**src/rtl/fd_stall_ctrl.sv**
```systemverilog
// IF/ID register owner: turns stall/flush/halt into PC enable, IF/ID hold/flush, ID/EX bubble.
// Ports: clk, rst_n (async low); stallFD, flushD, halt_D, instr_F, pc_plus2_F in;
//   pc_en, bubble_X (comb), instr_D, pc_plus2_D, valid_D, halted, stall_err,
//   stall_cnt, flush_cnt out. Define STALL_PERF_EN to build the perf counters.
module fd_stall_ctrl #(
  parameter int INSTR_W = 16,
  parameter int PC_W = 16,
  parameter logic [INSTR_W-1:0] NOP_INSTR = '0,
  parameter int MAX_STALL = 2,
  parameter int CNT_W = 16
) (
  input  logic               clk,
  input  logic               rst_n,
  input  logic               stallFD,
  input  logic               flushD,
  input  logic               halt_D,
  input  logic [INSTR_W-1:0] instr_F,
  input  logic [PC_W-1:0]    pc_plus2_F,
  output logic               pc_en,
  output logic               bubble_X,
  output logic [INSTR_W-1:0] instr_D,
  output logic [PC_W-1:0]    pc_plus2_D,
  output logic               valid_D,
  output logic               halted,
  output logic               stall_err,
  output logic [CNT_W-1:0]   stall_cnt,
  output logic [CNT_W-1:0]   flush_cnt
);

  localparam int RUN_W = 8;

  typedef enum logic [1:0] {
    RUN   = 2'd0,
    STALL = 2'd1,
    HALT  = 2'd2
  } state_e;

  state_e             state_q;
  logic [RUN_W-1:0]   run_q;
  logic [INSTR_W-1:0] instr_q;
  logic [PC_W-1:0]    pc_q;
  logic               valid_q;
  logic               halted_q;
  logic               err_q;

  assign pc_en      = ~stallFD & ~halted_q;
  assign bubble_X   = stallFD | halted_q;
  assign instr_D    = instr_q;
  assign pc_plus2_D = pc_q;
  assign valid_D    = valid_q;
  assign halted     = halted_q;
  assign stall_err  = err_q;

  always_ff @(posedge clk or negedge rst_n) begin
    if (!rst_n) begin
      state_q  <= RUN;
      run_q    <= '0;
      instr_q  <= NOP_INSTR;
      pc_q     <= '0;
      valid_q  <= 1'b0;
      halted_q <= 1'b0;
      err_q    <= 1'b0;
    end else begin
      unique case (state_q)
        RUN, STALL: begin
          if (stallFD) begin
            state_q <= STALL;
            if (state_q == RUN) begin
              run_q <= RUN_W'(1);
            end else begin
              if (run_q != '1)
                run_q <= run_q + RUN_W'(1);
              // One more stalled edge beyond the legal maximum
              if (run_q == RUN_W'(MAX_STALL))
                err_q <= 1'b1;
            end
          end else begin
            state_q <= RUN;
            run_q   <= '0;
            if (flushD) begin
              instr_q <= NOP_INSTR;
              pc_q    <= pc_plus2_F;
              valid_q <= 1'b0;
            end else if (halt_D && valid_q) begin
              state_q  <= HALT;
              halted_q <= 1'b1;
              instr_q  <= NOP_INSTR;
              valid_q  <= 1'b0;
            end else begin
              instr_q <= instr_F;
              pc_q    <= pc_plus2_F;
              valid_q <= 1'b1;
            end
          end
        end
        HALT: begin
          instr_q <= NOP_INSTR;
          valid_q <= 1'b0;
        end
        default: begin
          state_q <= RUN;
          run_q   <= '0;
        end
      endcase
    end
  end

`ifdef STALL_PERF_EN
  logic [CNT_W-1:0] scnt_q;
  logic [CNT_W-1:0] fcnt_q;

  always_ff @(posedge clk or negedge rst_n) begin
    if (!rst_n) begin
      scnt_q <= '0;
      fcnt_q <= '0;
    end else begin
      if (stallFD && !halted_q && scnt_q != '1)
        scnt_q <= scnt_q + CNT_W'(1);
      if (flushD && !stallFD && !halted_q && fcnt_q != '1)
        fcnt_q <= fcnt_q + CNT_W'(1);
    end
  end

  assign stall_cnt = scnt_q;
  assign flush_cnt = fcnt_q;
`else
  assign stall_cnt = '0;
  assign flush_cnt = '0;
`endif

endmodule

```
**config.mk**
```make
export PLATFORM = sky130hd
export DESIGN_NAME = fd_stall_ctrl
export DESIGN_NICKNAME = d
export VERILOG_FILES = /design/src/rtl/fd_stall_ctrl.sv
export SDC_FILE = /design/constraint.sdc
export NUM_CORES = 1
export LEC_CHECK = 0
export BUFFER_PORTS_ARGS = -buffer_cell sky130_fd_sc_hd__buf_2
export CAP_MARGIN = 20
export CORE_ASPECT_RATIO = 1.25
export CORE_MARGIN = 1
export CORE_UTILIZATION = 46
export DETAILED_ROUTE_END_ITERATION = 12
export PLACE_DENSITY = 0.8
export SLEW_MARGIN = 5
export SYNTH_ARGS = -nofsm -noshare
export SYNTH_HDL_FRONTEND = slang
export SYNTH_SLANG_ARGS = --single-unit
export TNS_END_PERCENT = 30
```
**constraint.sdc**
```tcl
create_clock -name clk -period 1.8 [get_ports clk]
set_input_delay 0.45 -clock clk [delete_from_list [all_inputs] [get_ports clk]]
set_output_delay 0.45 -clock clk [all_outputs]
set_load 0.005 [all_outputs]
```
# == Yosys cells after proc, flatten, opt, wreduce, memory -nomap -nowiden ==
# Cells that the tools add are included.
# totals
reg_bits,45
output_inout_bits,69
elab_cells,49
# op_classes
add_sub_neg,1
eq_ne,7
n_mux,18
bitwise,7
reduce_logical,9
# ops
operator,n
$mux 16,5
$pmux 16 s2,1
$mux 8,3
$pmux 8 s2,1
$add 8x1->8 const B,1
$eq 8x2->1 const B,1
$ne 8x8->1 const B,1
$reduce_and 4->1,2
$mux 2,3
$not 1->1,5
$ne 2x2->1 const B,2
$ne 4x4->1 const B,1
$pmux 2 s2,1
$reduce_and 2->1,2
$mux 1,3
$reduce_and 3->1,1
$eq 2x1->1 const B,1
$eq 2x2->1 const B,1
$logic_not 2->1,1
$pmux 1 s2,1
$reduce_bool 2->1,1
$reduce_or 2->1,1
$and 1x1->1,1
$logic_and 1x1->1,1
$or 1x1->1,1

# == Logic depth before layout (Yosys ltp) ==
# Gate-level depths: netlist of run 1.
# logic_depth
ltp_word,5
depth_mapped,5

# == Worst setup path before layout of run 1 ==
# Ideal clock, no wire load.
# synth_timing
kind,in2reg
startpoint,input port halt_D
endpoint,"register pc_q[10], in the netlist pc_plus2_D[10]"
t_arrival_ps,1285
required_time_ps,1675
slack_ps,390
cell_stages,4
n_path_buf,1
cell_sequence,nand2_1 > o21ai_2 > buf_6 > mux2_2
# synth_between
elab_chain_len,3
# synth_lines
element,line_no,rtl
start: declaration,16,"input logic halt_D,"
$logic_and 1x1->1,84,end else if (halt_D && valid_q) begin
$ne 2x2->1 (no line),n/a,
$reduce_and 3->1 (no line),n/a,
end signal: assignment,82,pc_q <= pc_plus2_F;
end signal: assignment,91,pc_q <= pc_plus2_F;
end: declaration,41,logic [PC_W-1:0] pc_q;
# Every way passes these cells.
# A chain may end at the register's enable or synchronous reset.

# == Worst setup path after layout of run 1 ==
# layout_timing
startpoint,"register halted_q, in the netlist halted"
endpoint,output port pc_en
# layout_between
elab_chain_len,2
# layout_lines
element,line_no,rtl
start: declaration,43,logic halted_q;
start signal: assignment,61,halted_q <= 1'b0;
start signal: assignment,86,halted_q <= 1'b1;
$not 1->1,46,assign pc_en = ~stallFD & ~halted_q;
$and 1x1->1,46,
end: declaration,19,"output logic pc_en,"
# Every way passes these cells.

==> metrics.csv, run 1 <==
stage,metric,value,unit
timing,RSZ-0062 raised after global routing,no,
yosys,ys async rst share,100.0,%
setup_path,crit-path max cell delay,0.40,ns
grt,Tot GR Track Use,16.48,%
setup_path,Worst setup EP type,output pin,
die,core region area,4425,um2
finish,ant diodes,0,
routing,Residual DRC,0,
routing,DRT iter0 DRCs,42,
yosys,Synth cell types,37,
setup_path,Worst Path Arrival,1.13,ns
finish,most frequent cells in the layout,"buf_2, dfrtp_1, conb_1, a22o_1, mux2_2",
die,IO Pins,106,
yosys,Main synth FF type,dfrtp_1,
finish,Final Core Density,57.82,%
finish,Area growth syn-to-layout,19.52,%
run_status,outcome,completed,
routing,routed via count,1534,
yosys,largest family of logic cells by synthesized area,compound AO/OA/AOI/OAI gates,
timing,Worst-Margin Slew,0.5590,ns
clocking,H-tree lvl count,2,
setup_path,Buf/Inv on CP,2,
yosys,Post-Synthesis Mean Instance Area,11.96,um2
timing,"Slew Viols, Final",0,
die,num rows,27,
finish,"commonest non-fill, non-tap cell in the layout",buf_2,
grt,first-pass GRT wire length,6327,um
setup_path,crit-path leading delay family,flip-flops,
yosys,Post-synth EDFFs,0,
die,Die X,63.02,um
finish,share of cells above drive strength 1,40.63,%
setup_path,worst path cell trace,or2_2 -> inv_1 -> buf_2,
routing,routed len/inst,12.15,um
timing,Final Hold Violating Endpoints,0,
grt,GRT Residual Overflow,0,
clocking,CTS tree,built,
timing,Layout Skew,0.001582,ns
hold_path,HP Class,in -> async,
finish,non-filler instance count after layout,314,
routing,wire length on met1,1660,um
placed_design,Placed Cells,306,
die,Initial Util,48.37,%
die,Die Height,78.27,um
finish,fillers,396,
yosys,sequential share of the synthesized area,52.60,%
yosys,Seq cells post-synth,45,
routing,1st-pass router iterations,4,
yosys,Adder-Cell Fraction of Synth Area,1.169,%
yosys,cell area after synthesis,2141,um2
routing,Post-Route WL,3816,um
grt,initial antenna violation count,0,
yosys,simple-gate portion of the synthesized area,8.241,%
timing,period utilization,87.78,%
grt,vias in the first global route,1439,
setup_path,worst-path maximum fanout,3,
setup_path,internal reg-to-reg setup slack,0.27,ns
setup_path,slowest cell on the critical path,dfrtp_1,
routing,met3 WL post-DR,230,um
placed_design,DP Wirelength,2781,um
setup_path,Crit Path Class,reg -> out,
yosys,mux share of post-synthesis cell area,8.416,%
setup_path,Startpoint Class,flip-flop,
setup_path,data required time of the critical path,1.35,ns
clocking,clk slew on worst S/H paths,0.08,ns
clocking,CTS buffer count,5,
yosys,Compound-Gate Fraction of Synth Area,14.96,%
setup_path,Crit Reg-Reg Startpoint,state_q[1]$_DFFE_PN0P_,
power_and_ir_drop,total power,2.418,mW
timing,Max Clk Rate,632.9,MHz
placed_design,GP Congestion,0.8926,
setup_path,R2R cell count,3,
yosys,cell count after synthesis,179,
job,Max Cap Viol,0,
timing,final setup fails,0,
power_and_ir_drop,VDD IR max,0.5410,mV
routing,Vias per Instance,4.885,
finish,Final #Nets,294,
clocking,# hold bufs at CTS,0,
clocking,Clock Sink Count,45,
timing,crit path time final,1.580,ns
clocking,CTS resizes,0,
yosys,Synth Area in XOR/XNOR,0,%
grt,pin count of the biggest net entering global routing,46,
routing,Top Metal Used,met4,
placed_design,IO Port Bufs,73,
routing,remaining antenna violation count,0,
setup_path,Critical Path Stages,3,
routing,met2 wire length,1880,um
setup_path,reg2reg end,instr_D[12]$_DFFE_PN0P_,
timing,Slew Limit Headroom,62.64,%
timing,setup_tns,0,ns
clocking,deepest clock path buffer count,2,
power_and_ir_drop,Leakage,1.315,nW
clocking,CTS Root Cell,clkbuf_8,
die,die area,4932,um2
setup_path,crit path capture,pc_en,
clocking,Skew-Pair Late Insertion Delay,0.29,ns
power_and_ir_drop,power per cell area,945.1,nW/um2
setup_path,Setup crit start,halted$_DFFE_PN0P_,
clocking,setup bufs post-CTS,0,
yosys,yosys warns,0,
## final cells by class
cell class / instances / area, um2 / share of cell area, %
Clock buffer: 6 / 72.57 / 2.836
Inverter: 5 / 18.77 / 0.7335
Tap cell: 58 / 72.57 / 2.836
Multi-Input combinational cell: 121 / 822.0 / 32.13
Sequential cell: 45 / 1126 / 44.01
Timing Repair Buffer: 77 / 407.9 / 15.94
Clock inverter: 2 / 38.79 / 1.516
## registers in the layout (all words and copies together), names as in the netlist
name and flops:
pc_plus2_D 16, run_q 8, valid_D 1, instr_D 16, state_q 2, halted 1, stall_err 1
## where the power goes
| group | switching [mW] | total, mW | internal, mW |
|---|---|---|---|
| registers | 0.0781 | 1.22 | 1.14 |
| logic | 0.201 | 0.445 | 0.244 |
| clock network | 0.338 | 0.755 | 0.417 |
## cells by family after synthesis
family / Yosys count
buffers and inverters: 44
other: 1
DFF: 45
adders and majority gates: 2
muxes: 16
AOI/OAI and AO/OA: 39
and+or+nand+nor: 32
## cells in the mapped netlist, types with 2 or more instances
| library cell | number | area [um2] |
|---|---|---|
| and3_1 | 2 | 12.51 |
| buf_4 | 33 | 247.7 |
| nand4_1 | 2 | 12.51 |
| o32ai_1 | 2 | 17.52 |
| a31oi_1 | 3 | 18.77 |
| nor2_1 | 5 | 18.77 |
| a21oi_1 | 7 | 35.03 |
| nand2_1 | 5 | 18.77 |
| dfrtp_1 | 45 | 1126 |
| a211oi_1 | 3 | 22.52 |
| nand2b_1 | 3 | 18.77 |
| nor3_1 | 5 | 25.02 |
| mux2_2 | 16 | 180.2 |
| inv_1 | 5 | 18.77 |
| a22o_1 | 16 | 140.1 |
| nand3_1 | 2 | 10.01 |
| buf_6 | 2 | 22.52 |
| buf_2 | 3 | 15.01 |
| ha_1 | 2 | 25.02 |
## worst min-delay path by stage
stage                from                          to  slack, ns
CTS                 rst_n  pc_plus2_D[11]$_DFFE_PN0P_       0.13
detailed placement  rst_n  pc_plus2_D[11]$_DFFE_PN0P_       0.45
floorplan           rst_n          halted$_DFFE_PN0P_       0.15
finish              rst_n  pc_plus2_D[11]$_DFFE_PN0P_       0.11
global route        rst_n   pc_plus2_D[0]$_DFFE_PN0P_       0.13
global placement    rst_n  pc_plus2_D[12]$_DFFE_PN0P_       0.44
## per-layer routing
layer  up-vias  track usage [%]
li1        734                -
met1       726            19.62
met2        69            29.14
met3         5            3.924
met4         0            4.884
met5         -                0
## per-stage QoR
| stage | setup slack, ns | instance area, um2 | hold slack, ns |
|---|---|---|---|
| floorplan | 0.3899 | 2257 | 0.1544 |
| detailed placement | 0.2063 | 2447 | 0.4496 |
| global placement | 0.2984 | 2447 | 0.4449 |
| finish | 0.2200 | 2559 | 0.1147 |
| global route | 0.1044 | 2559 | 0.1326 |
| CTS | 0.2159 | 2559 | 0.1287 |
Note: power is estimated with default switching activity, not from simulation.
==> run 2, diff against run 1 <==
CORE_UTILIZATION = 49   (was 46)
PLACE_DENSITY = 0.85   (was 0.8)
clock period = 1.9 ns   (was 1.8 ns; I/O delays follow)
==> run 2 against run 1 <==
  * Non-clock buffer count shrank 1
  * Sequential share of layout area increased by 0.88 points
  * Global-route usage up 1.6 points
  * Combinational power fell by 5.6%
  * Worst hold slack improved by 0.12 ns
  * Clock-buffer cell count rose by 1
  * Sequential cell count unchanged
  * Via count grew 0.85%
  * Wire length grew 4.4%
  * Die area fell by 5.9%
  * Critical path depth did not move
  * Clock power fell by 25%
  * Critical endpoint unchanged
==> metrics.csv, run 2 (synthesis gave the netlist of run 1 again) <==
stage,metric,value,unit,change
finish,register area,1126,um2,unchanged
setup_path,internal reg-to-reg setup slack,0.33,ns,+0.06 ns
timing,final setup fails,0,,unchanged
clocking,CTS tree,built,,
routing,Residual DRC,0,,unchanged
finish,"commonest non-fill, non-tap cell in the layout",buf_2,,
power_and_ir_drop,Net Sw Frac,26.70,%,+1.2 points
finish,most frequent cells in the layout,"buf_2, dfrtp_1, conb_1, a22o_1, mux2_2",,
finish,ant diodes,0,,unchanged
timing,Fin Hold WS,0.2394,ns,+0.1247 ns
setup_path,Setup crit start,halted$_DFFE_PN0P_,,
finish,fillers,356,,-10%
timing,RSZ-0062 raised after global routing,no,,
grt,GRT Residual Overflow,0,,unchanged
clocking,CTS buffer count,5,,unchanged
routing,DRT iter0 DRCs,48,,+14%
setup_path,data required time of the critical path,1.42,ns,+0.07 ns
die,IO Pins,106,,unchanged
power_and_ir_drop,NetSw,0.5710,mW,-7.5%
placed_design,placed inst area,2425,um2,-0.92%
clocking,deepest clock path buffer count,2,,unchanged
finish,Final #Nets,293,,-0.34%
grt,pin count of the biggest net entering global routing,46,,unchanged
placed_design,IO Port Bufs,73,,unchanged
finish,Final Instance Area,2509,um2,-2.0%
routing,Vias per Instance,4.974,,+1.8%
clocking,CTS Root Cell,clkbuf_8,,
timing,Final Hold Violating Endpoints,0,,unchanged
setup_path,R2R cell count,3,,unchanged
grt,initial antenna violation count,0,,unchanged
power_and_ir_drop,Leakage,1.288,nW,-2.0%
power_and_ir_drop,Clk pwr share,26.4,%,-4.8 points
setup_path,worst-path maximum fanout,3,,unchanged
routing,remaining antenna violation count,0,,unchanged
grt,first-pass GRT wire length,6382,um,+0.87%
clocking,setup bufs post-CTS,0,,unchanged
setup_path,crit-path leading delay family,flip-flops,,
placed_design,GP Congestion,0.9137,,+2.4%
die,core region area,4131,um2,-6.6%
setup_path,slowest cell on the critical path,dfrtp_1,,
power_and_ir_drop,power per cell area,852.3,nW/um2,-9.8%
routing,routed via count,1547,,+0.85%
grt,vias in the first global route,1444,,+0.35%
die,Die Height,75.90,um,-3.0%
timing,Max Clk Rate,622.3,MHz,
timing,Layout Skew,0.005028,ns,+0.003446 ns
power_and_ir_drop,Flop pwr share,54.0,%,+3.6 points
routing,1st-pass router iterations,4,,unchanged
die,die area,4639,um2,-5.9%
timing,Slew Limit Headroom,62.19,%,-0.45 points
power_and_ir_drop,Internal Power,1.567,mW,-13%
timing,"Slew Viols, Final",0,,unchanged
grt,Tot GR Track Use,18.10,%,+1.6 points
die,Die X,61.12,um,-3.0%
setup_path,Startpoint Class,flip-flop,,
setup_path,reg2reg end,instr_D[5]$_DFFE_PN0P_,,
setup_path,Crit Reg-Reg Startpoint,state_q[1]$_DFFE_PN0P_,,
setup_path,Buf/Inv on CP,2,,unchanged
hold_path,HP Class,in -> async,,
setup_path,Crit Path Class,reg -> out,,
clocking,Clock Sink Count,45,,unchanged
setup_path,crit-path max cell delay,0.40,ns,about the same
power_and_ir_drop,VDD IR max,0.4483,mV,-17%
finish,Area growth syn-to-layout,17.18,%,
clocking,H-tree lvl count,2,,unchanged
clocking,clk slew on worst S/H paths,0.08,ns,about the same
clocking,Skew-Pair Late Insertion Delay,0.29,ns,about the same
job,Max Cap Viol,0,,unchanged
routing,routed len/inst,12.81,um,+5.4%
routing,Post-Route WL,3985,um,+4.4%
timing,setup_tns,0,ns,unchanged
placed_design,DP Wirelength,2839,um,+2.1%
setup_path,Critical Path Stages,3,,unchanged
die,num rows,26,,-3.7%
run_status,outcome,completed,,
die,Initial Util,51.82,%,+3.4 points
timing,period utilization,84.58,%,
setup_path,worst path cell trace,or2_2 -> inv_1 -> buf_2,,
setup_path,Worst Path Arrival,1.13,ns,about the same
timing,crit path time final,1.607,ns,
finish,area of the multi-input gates,822.0,um2,unchanged
setup_path,Worst setup EP type,output pin,,
finish,share of cells above drive strength 1,40.00,%,-0.62 points
setup_path,crit path capture,pc_en,,
timing,Worst-Margin Slew,0.5658,ns,+0.006761 ns
clocking,# hold bufs at CTS,0,,unchanged
power_and_ir_drop,Gate power share,19.6,%,+1.2 points
clocking,CTS resizes,0,,unchanged
## run 2: worst reg2reg max path, stage by stage, from the launching register on
cell and delay, ns:
dfrtp_1 0.54, nand2b_1 0.21, nand2_1 0.35, a22o_1 0.37
## run 2: per-stage QoR
stage | util [%] | power, mW | worst slack, ns | instances
after floorplan | - | 1.434 | 0.4649 | 210
after global placement | 58.69 | 1.581 | 0.3231 | 303
after detailed placement | 58.69 | 1.597 | 0.3038 | 303
after CTS | 60.72 | 2.161 | 0.2794 | 311
after global routing | 60.72 | 2.263 | 0.1987 | 311
final | 60.72 | 2.138 | 0.2930 | 311
## run 2: worst min path at each step
stage,end,slack [ns]
global placement,stall_err$_DFFE_PN0P_,0.45
global route,pc_plus2_D[3]$_DFFE_PN0P_,0.28
CTS,pc_plus2_D[3]$_DFFE_PN0P_,0.26
floorplan,halted$_DFFE_PN0P_,0.18
finish,pc_plus2_D[3]$_DFFE_PN0P_,0.24
detailed placement,stall_err$_DFFE_PN0P_,0.46
## run 2: metal layers
layer | global-route usage [%] | vias to the layer above | share of wire, %
li1 | - | 729 | -
met1 | 23.15 | 742 | 40
met2 | 29.46 | 69 | 54
met3 | 2.560 | 7 | 4.2
met4 | 8.182 | 0 | 1.6
met5 | 0 | - | 0
## run 2: power by group through the flow
stage                     sequential [mW]  combinational, mW  clock, mW
after global placement               1.17              0.414          0
after detailed placement             1.17              0.425          0
after CTS                            1.15              0.425      0.581
final                                1.15              0.420      0.564
after floorplan                      1.18              0.258          0
after global routing                 1.17              0.471      0.618
## run 2: final cells by class
| type | count | area share, % |
|---|---|---|
| Multi-Input combinational cell | 121 | 32.77 |
| Clock inverter | 1 | 0.2993 |
| Clock buffer | 7 | 3.042 |
| Timing Repair Buffer | 76 | 15.46 |
| Tap cell | 56 | 2.793 |
| Sequential cell | 45 | 44.89 |
| Inverter | 5 | 0.7481 |
